## config.mk

```make
export PLATFORM = sky130hd
export DESIGN_NAME = counter_sequencer_flat
export DESIGN_NICKNAME = d
export VERILOG_FILES = /design/src/rtl/counter_sequencer_if.sv /design/src/rtl/counter_sequencer.sv /design/src/flat_wrapper.sv
export SDC_FILE = /design/constraint.sdc
export NUM_CORES = 1
export LEC_CHECK = 0
export BUFFER_PORTS_ARGS = -buffer_cell sky130_fd_sc_hd__buf_2
export CAP_MARGIN = 20
export CORE_MARGIN = 10
export CORE_UTILIZATION = 30
export CTS_CLUSTER_DIAMETER = 50
export DETAILED_ROUTE_END_ITERATION = 16
export PLACE_DENSITY = 0.49
export SLEW_MARGIN = 20
export SYNTH_ARGS = -nofsm -noshare
export SYNTH_HDL_FRONTEND = slang
export SYNTH_SLANG_ARGS = --single-unit
```

## constraint.sdc

```tcl
create_clock -name clk -period 2.9 [get_ports clk]
set_input_delay 0.145 -clock clk [delete_from_list [all_inputs] [get_ports clk]]
set_output_delay 0.145 -clock clk [all_outputs]
set_load 0.01 [all_outputs]
```

## src/rtl/counter_sequencer_if.sv

```systemverilog
// Command/config/status bundle between a host FSM and counter_sequencer.
// Defining COUNTER_SEQ_ERR_EN adds the err status line.
interface counter_sequencer_if #(
   parameter int WIDTH = 4
);
   logic             cmd_valid;
   logic             cmd_ready;
   logic [1:0]       cmd_op;
   logic [WIDTH-1:0] cfg_start;
   logic [WIDTH-1:0] cfg_end;
   logic             cfg_dir;
   logic             cfg_loop;
   logic [WIDTH-1:0] out;
   logic             busy;
   logic             done;
   logic             wrap;
   // Debug view of the controller state (IDLE=0, LOAD=1, RUN=2, HOLD=3).
   logic [1:0]       state;
`ifdef COUNTER_SEQ_ERR_EN
   logic             err;
`endif

   // Handshake: a command transfers on a rising clk edge where cmd_valid && cmd_ready;
   // cmd_op and cfg_* must be stable with cmd_valid, and the host may drop cmd_valid freely.
`ifdef COUNTER_SEQ_ERR_EN
   modport master (
      output cmd_valid, cmd_op, cfg_start, cfg_end, cfg_dir, cfg_loop,
      input  cmd_ready, out, busy, done, wrap, state, err
   );
   modport slave (
      input  cmd_valid, cmd_op, cfg_start, cfg_end, cfg_dir, cfg_loop,
      output cmd_ready, out, busy, done, wrap, state, err
   );
`else
   modport master (
      output cmd_valid, cmd_op, cfg_start, cfg_end, cfg_dir, cfg_loop,
      input  cmd_ready, out, busy, done, wrap, state
   );
   modport slave (
      input  cmd_valid, cmd_op, cfg_start, cfg_end, cfg_dir, cfg_loop,
      output cmd_ready, out, busy, done, wrap, state
   );
`endif
endinterface

```

## src/rtl/counter_sequencer.sv

```systemverilog
// Command-driven sequencer for a WIDTH-bit up/down counter with loop and pause.
// Optional COUNTER_SEQ_ERR_EN adds an err pulse for accepted-but-ignored commands.
module counter_sequencer #(
   parameter int WIDTH = 4
) (
   input  logic                clk,
   input  logic                rst,
   counter_sequencer_if.slave  bus
);

   typedef enum logic [1:0] {
      IDLE = 2'd0,
      LOAD = 2'd1,
      RUN  = 2'd2,
      HOLD = 2'd3
   } state_t;

   localparam logic [1:0] OP_NOP   = 2'b00;
   localparam logic [1:0] OP_START = 2'b01;
   localparam logic [1:0] OP_STOP  = 2'b10;
   localparam logic [1:0] OP_PAUSE = 2'b11;

   localparam logic [WIDTH-1:0] step_one = {{(WIDTH-1){1'b0}}, 1'b1};

   state_t           state, state_n;
   logic [WIDTH-1:0] cnt, cnt_n;
   logic [WIDTH-1:0] start_r, end_r;
   logic             dir_r, loop_r;
   logic             done_r, done_n;
   logic             wrap_r, wrap_n;
   logic             err_n;
   logic             latch_cfg;
   logic             accept;

   assign bus.cmd_ready = (state != LOAD);
   assign bus.busy      = (state != IDLE);
   assign bus.out       = cnt;
   assign bus.done      = done_r;
   assign bus.wrap      = wrap_r;
   assign bus.state     = state;

   assign accept = bus.cmd_valid && bus.cmd_ready;

   always_ff @(posedge clk or posedge rst) begin
      if (rst) begin
         state   <= IDLE;
         cnt     <= '0;
         start_r <= '0;
         end_r   <= '0;
         dir_r   <= 1'b0;
         loop_r  <= 1'b0;
         done_r  <= 1'b0;
         wrap_r  <= 1'b0;
      end else begin
         state  <= state_n;
         cnt    <= cnt_n;
         done_r <= done_n;
         wrap_r <= wrap_n;
         if (latch_cfg) begin
            start_r <= bus.cfg_start;
            end_r   <= bus.cfg_end;
            dir_r   <= bus.cfg_dir;
            loop_r  <= bus.cfg_loop;
         end
      end
   end

`ifdef COUNTER_SEQ_ERR_EN
   logic err_r;
   always_ff @(posedge clk or posedge rst) begin
      if (rst) err_r <= 1'b0;
      else     err_r <= err_n;
   end
   assign bus.err = err_r;
`endif

   always_comb begin
      state_n   = state;
      cnt_n     = cnt;
      done_n    = 1'b0;
      wrap_n    = 1'b0;
      err_n     = 1'b0;
      latch_cfg = 1'b0;
      unique case (state)
         IDLE: begin
            if (accept) begin
               if (bus.cmd_op == OP_START) begin
                  latch_cfg = 1'b1;
                  state_n   = LOAD;
               end else begin
                  err_n = 1'b1;
               end
            end
         end
         LOAD: begin
            cnt_n   = start_r;
            state_n = RUN;
         end
         RUN: begin
            if (accept && bus.cmd_op == OP_STOP) begin
               state_n = IDLE;
            end else if (accept && bus.cmd_op == OP_START) begin
               latch_cfg = 1'b1;
               state_n   = LOAD;
            end else if (accept && bus.cmd_op == OP_PAUSE) begin
               state_n = HOLD;
            end else begin
               // A NOP in RUN is flagged but does not disturb stepping.
               err_n = accept && (bus.cmd_op == OP_NOP);
               if (cnt == end_r) begin
                  if (loop_r) begin
                     cnt_n  = start_r;
                     wrap_n = 1'b1;
                  end else begin
                     state_n = IDLE;
                     done_n  = 1'b1;
                  end
               end else if (dir_r) begin
                  cnt_n = cnt - step_one;
               end else begin
                  cnt_n = cnt + step_one;
               end
            end
         end
         HOLD: begin
            if (accept) begin
               unique case (bus.cmd_op)
                  OP_PAUSE: state_n = RUN;
                  OP_STOP:  state_n = IDLE;
                  OP_START: begin
                     latch_cfg = 1'b1;
                     state_n   = LOAD;
                  end
                  default:  err_n = 1'b1;
               endcase
            end
         end
         default: state_n = IDLE;
      endcase
   end

`ifndef COUNTER_SEQ_ERR_EN
   logic unused_err;
   assign unused_err = err_n;
`endif

endmodule

```

## src/flat_wrapper.sv

```systemverilog
// flat-port wrapper written by rule: the top's interface ports become plain ports
module counter_sequencer_flat 
#(
   parameter int WIDTH = 4
)
  (clk, rst, bus_cmd_valid, bus_cmd_op, bus_cfg_start, bus_cfg_end, bus_cfg_dir, bus_cfg_loop, bus_cmd_ready, bus_out, bus_busy, bus_done, bus_wrap, bus_state);
  counter_sequencer_if #(.WIDTH(WIDTH)) bus_i ();
  input  logic clk;
  input  logic rst;
  input wire logic [$bits(bus_i.cmd_valid)-1:0] bus_cmd_valid;
  input wire logic [$bits(bus_i.cmd_op)-1:0] bus_cmd_op;
  input wire logic [$bits(bus_i.cfg_start)-1:0] bus_cfg_start;
  input wire logic [$bits(bus_i.cfg_end)-1:0] bus_cfg_end;
  input wire logic [$bits(bus_i.cfg_dir)-1:0] bus_cfg_dir;
  input wire logic [$bits(bus_i.cfg_loop)-1:0] bus_cfg_loop;
  output wire logic [$bits(bus_i.cmd_ready)-1:0] bus_cmd_ready;
  output wire logic [$bits(bus_i.out)-1:0] bus_out;
  output wire logic [$bits(bus_i.busy)-1:0] bus_busy;
  output wire logic [$bits(bus_i.done)-1:0] bus_done;
  output wire logic [$bits(bus_i.wrap)-1:0] bus_wrap;
  output wire logic [$bits(bus_i.state)-1:0] bus_state;
  assign bus_i.cmd_valid = bus_cmd_valid;
  assign bus_i.cmd_op = bus_cmd_op;
  assign bus_i.cfg_start = bus_cfg_start;
  assign bus_i.cfg_end = bus_cfg_end;
  assign bus_i.cfg_dir = bus_cfg_dir;
  assign bus_i.cfg_loop = bus_cfg_loop;
  assign bus_cmd_ready = bus_i.cmd_ready;
  assign bus_out = bus_i.out;
  assign bus_busy = bus_i.busy;
  assign bus_done = bus_i.done;
  assign bus_wrap = bus_i.wrap;
  assign bus_state = bus_i.state;
  counter_sequencer #(.WIDTH(WIDTH)) u_core (.clk(clk), .rst(rst), .bus(bus_i));
endmodule
```

# Word-level counts from Yosys, hierarchy flattened
# Cells that the tools add are included.
[op_classes]
add_sub_neg = 2
n_mul = 0
div = 0
n_lt_le_gt_ge = 0
eq_ne = 18
n_shift = 0
muxes = 34
bitwise_logic = 0
reduce_logical = 10
[ops]
columns = ["op", "count"]
rows = [
  ["$mux W4", 6],
  ["$mux W1", 16],
  ["$mux W2", 8],
  ["$eq A2 B2 Y1 const B", 4],
  ["$ne A2 B1 Y1 const B", 4],
  ["$pmux W2 S4", 1],
  ["$pmux W4 S2", 1],
  ["$ne A2 B2 Y1 const B", 3],
  ["$pmux W2 S3", 1],
  ["$reduce_and A6 Y1", 1],
  ["$ne A5 B1 Y1 const B", 1],
  ["$ne A5 B5 Y1 const B", 1],
  ["$reduce_and A5 Y1", 1],
  ["$add A4 B1 Y4 const B", 1],
  ["$eq A2 B1 Y1 const B", 2],
  ["$eq A4 B4 Y1", 1],
  ["$logic_and A1 B1 Y1", 4],
  ["$ne A4 B1 Y1 const B", 1],
  ["$reduce_bool A2 Y1", 2],
  ["$sub A4 B1 Y4 const B", 1],
  ["$ne A3 B2 Y1 const B", 1],
  ["$logic_not A2 Y1", 1],
  ["$pmux W1 S2", 1],
  ["$reduce_or A2 Y1", 1],
]
[totals]
ff_bits = 18
latchBits = 0
ramBits = 0
mem_bits_ro = 0
input_bits = 15
output_inout_bits = 10
wordCells = 72
n_memories = 0

# Depth between registers and ports, before layout
[depth]
word_depth = 7
depth_mapped = 7
ltp_nobuf = 7

# Worst setup path after synthesis
# OpenSTA, ideal clock, no wires.
[synth_path]
kind = "register -> register"
start = "register u_core.state[0] (netlist: u_core.bus.state[0])"
end = "register u_core.end_r[0]"
setup_time_ns = 0.125
arrival_time_ns = 1.748
required_time_ns = 2.775
slack_ns = 1.027
stages_incl_launch_ff = 7
path_buffers = 1
synth_period_minus_slack_ns = 1.873
cell_sequence = "dfrtp_1 > inv_1 > ha_1 > nand2b_1 > a21oi_1 > buf_2 > mux2_2"
[synth_via]
elab_chain_cells = 6
word_cells_on_any_way = 12
classes_between = "eq/ne (3); mux (4); reduce/logical (5)"
[synth_rtl]
columns = ["element", "line", "source"]
rows = [
  ["start: declaration", "counter_sequencer.sv:25", "state_t state, state_n;"],
  ["start signal: assignment", "counter_sequencer.sv:55", "state <= state_n;"],
  ["$ne A2 B1 Y1", "counter_sequencer.sv:35", "assign bus.cmd_ready = (state != LOAD);"],
  ["$logic_and A1 B1 Y1", "counter_sequencer.sv:42", "assign accept = bus.cmd_valid && bus.cmd_ready;"],
  ["$logic_and A1 B1 Y1", "counter_sequencer.sv:102", "end else if (accept && bus.cmd_op == OP_START) begin"],
  ["$mux W1", "counter_sequencer.sv:102", ""],
  ["$mux W1", "counter_sequencer.sv:100", "if (accept && bus.cmd_op == OP_STOP) begin"],
  ["$pmux W1 S2 *", "counter_sequencer.sv:84", "unique case (state)"],
  ["end signal: assignment", "counter_sequencer.sv:61", "end_r <= bus.cfg_end;"],
  ["end: declaration", "counter_sequencer.sv:27", "logic [WIDTH-1:0] start_r, end_r;"],
]
# Mark *: on every way between the ends. The rest lies on a longest branch, timed or not.
# A chain may end at the register's enable or synchronous reset.

# Final worst setup path
[layout_path]
start = "register u_core.state[0] (netlist: u_core.bus.state[0])"
end = "register u_core.cnt[3] (netlist: u_core.bus.out[3])"
[layout_via]
elab_chain_cells = 5
word_cells_on_any_way = 14
classes_between = "eq/ne (7); mux (1); reduce/logical (6)"
[layout_rtl]
columns = ["element", "line", "source"]
rows = [
  ["$ne A2 B1 Y1", "counter_sequencer.sv:35", ""],
  ["$logic_and A1 B1 Y1", "counter_sequencer.sv:42", ""],
  ["$logic_and A1 B1 Y1, on equally long branches", "counter_sequencer.sv:100, counter_sequencer.sv:102, counter_sequencer.sv:105", ""],
  ["$ne A2 B2 Y1 (no source line)", "n/a", ""],
  ["$reduce_and A5 Y1 (no source line)", "n/a", ""],
  ["end signal: assignment", "counter_sequencer.sv:56", "cnt <= cnt_n;"],
  ["end: declaration", "counter_sequencer.sv:26", "logic [WIDTH-1:0] cnt, cnt_n;"],
]
# Several ways; a longest one is shown, not always the timed one.

==> results.ini <==
[timing]
setup_viol=0
final.setup.tns_ps=0
rsz0062_at_grt=false
post-route-period-util=0.6556
max_freq_mhz=526.0
finalCriticalPeriod_ps=1901
holdWs_ps=-13.30
worst_pin_slew_ps=681.8
drv_slew=0
fin_skew_ps=2.248
hold_violations=18
slew_headroom=0.5450

[setup_path]
r2r_slack_ps=1000
arrival_ps=2040
r2r_end=u_core.bus.out[3]
setup.worst_path.end_class=flop
rr_startpoint=u_core.bus.state[0]
worst-setup-path-type=reg -> reg
cp_max_fo=7
required_ps=3040
rr_worst_depth=7
start_kind=flop

[cts]
cts_buffer_depth=2
cts_tree=built
cts_setup_buffers=0
cts_sinks=18
cts_inserted_buffers=3
clkTransAtPathRegs_ps=70
cts_root_buffer=clkbuf_8
hold_buffers=0
h-tree-depth=1
cts_resized=0
worstSkewPairLatency_ps=250

[pwr]
leakage_nw=0.6703
power.density_nw_per_um2=1152
ir_drop_v=0.0004517

[detailed_routing]
dr_total_vias=826
viasPerCell=4.538
wire_per_inst_um=12.74
drc=0
routed_wl_mm=2.318
dr.pass1.iters=4
route.antenna.remaining_nets=0
drt_iter0_markers=17

[floorplanning]
start_util=0.3082
die_w_um=81.10
io_pins=25
core_um2=3633
die_h_um=81.10
row_count=22
dieArea_um2=6576

[yosys]
synth_largest_area_cell=dfrtp_1
synth_area_per_cell_um2=10.56
synth.area.top_cells=dfrtp_1 40%, ha_1 11%, mux2_2 7.0%
yosys_warnings=0
synth_area_um2=1120
synth_cell_types=35
syn-instance-count=106
yosysSeqAreaShare=0.4022
ys_ff_latch=18
synth_nets=132
netlist.area_leader.share=0.4022

[cells_and_area]
final_util=0.3736
final_common_cell=buf_2
drive_gt1_frac=0.3134
area_growth_pct=21.23
nets=161
layout_common_cells=24 x buf_2, 18 x dfrtp_1, 15 x inv_1
diodes=0

[run_status]
run_status=finished, violations left
violations=negative hold slack

[hold_path]
hp-class=in -> async

[global_route]
gr-total-overflow=0
grt_max_degree=19
grt_pass1_wl_mm=4.036
track_usage=0.07583
grt_pass1_vias=876
antenna_found_initial=0

[placed_design]
portBuffers=24
place_congestion=0.7470
dp.final_hpwl_mm=1.893

[job]
drv_cap=0

## sequential cells by signal, summed over array words and instances (netlist names)
name and count:
u_core.bus.wrap 1, u_core.bus.done 1, u_core.start_r 4, u_core.bus.state 2, u_core.dir_r 1, u_core.bus.out 4
u_core.loop_r 1, u_core.end_r 4
## critical path: stages (launching register included)
cell	delay [ps]
dfrtp_1	420
inv_1	140
ha_1	300
inv_1	90
o31ai_1	400
a31oi_4	110
o31a_1	140
o22a_1	170
## layout make-up
type	count	area, um2
clock buffer	4	55.05
sequential	18	450.4
inverter	15	56.30
timing repair buffer	25	127.6
fill	396	2276
tap	48	60.06
multi-input combinational	72	608.1
## through the flow
stage	hold WS (ps)	cells	cell area, um2	setup slack [ps]	power, mW
global placement	308.0	178	1303	997.8	1.361
finish	-13.30	182	1358	998.8	1.564
floorplan	83.57	106	1120	1027	1.157
CTS	15.46	182	1358	982.4	1.602
global route	49.50	182	1358	863.2	1.727
detailed placement	293.2	178	1303	985.5	1.392
## cell usage after synthesis, drive strengths merged
library cell,instances
nand3b,1
and3,2
o41a,1
mux2i,2
fa,1
nor2,5
nor4,1
o22a,1
o31ai,1
nand2b,2
a2bb2oi,1
mux2,8
a21o,1
a221oi,1
a31oi,2
o31a,1
xnor2,2
o21ai,7
o21bai,1
nor3,2
ha,10
xor2,4
dfrtp,18
inv,15
buf,1
nor2b,2
a21oi,6
nand2,6
o211a,1
## layer usage
metal	vias up	global-route usage	routed length (um)
met4	0	0.02595	10
met3	2	0.03311	203
met1	389	0.08979	1031
li1	418	-	-
met2	17	0.1202	1072
met5	-	0	0
## cell families (layout without fill, tap and decap cells)
group	Yosys count	after routing	synth area share
buffers and inverters	16	44	0.05474
AND/OR/NAND/NOR	21	21	0.1084
flip-flops	18	18	0.4022
XOR/XNOR	6	6	0.04693
AO/OA/AOI/OAI	24	24	0.1598
adder cells (fa/ha/maj)	11	11	0.1296
multiplexers	10	10	0.09833
## worst max-delay path by stage
stage / depth (start not counted) / startpoint / endpoint / slack [ps]
3_5_place_dp: 7 / u_core.bus.state[0] / u_core.bus.out[3] / 990
6_report: 7 / u_core.bus.state[0] / u_core.bus.out[3] / 1000
3_3_place_gp: 7 / u_core.bus.state[0] / u_core.bus.out[3] / 1000
5_1_grt: 7 / u_core.bus.state[0] / u_core.bus.out[3] / 860
4_1_cts: 7 / u_core.bus.state[0] / u_core.bus.out[3] / 980
2_1_floorplan: 6 / u_core.bus.state[0] / u_core.end_r[0] / 1030
## power breakdown
part / switching [mW] / internal, mW / leakage, nW
Combinational: 0.483 / 0.406 / 0.423
Sequential: 0.101 / 0.372 / 0.219
Clock: 0.0819 / 0.120 / 0.0288
No activity file was read; power rests on OpenSTA's default activity.
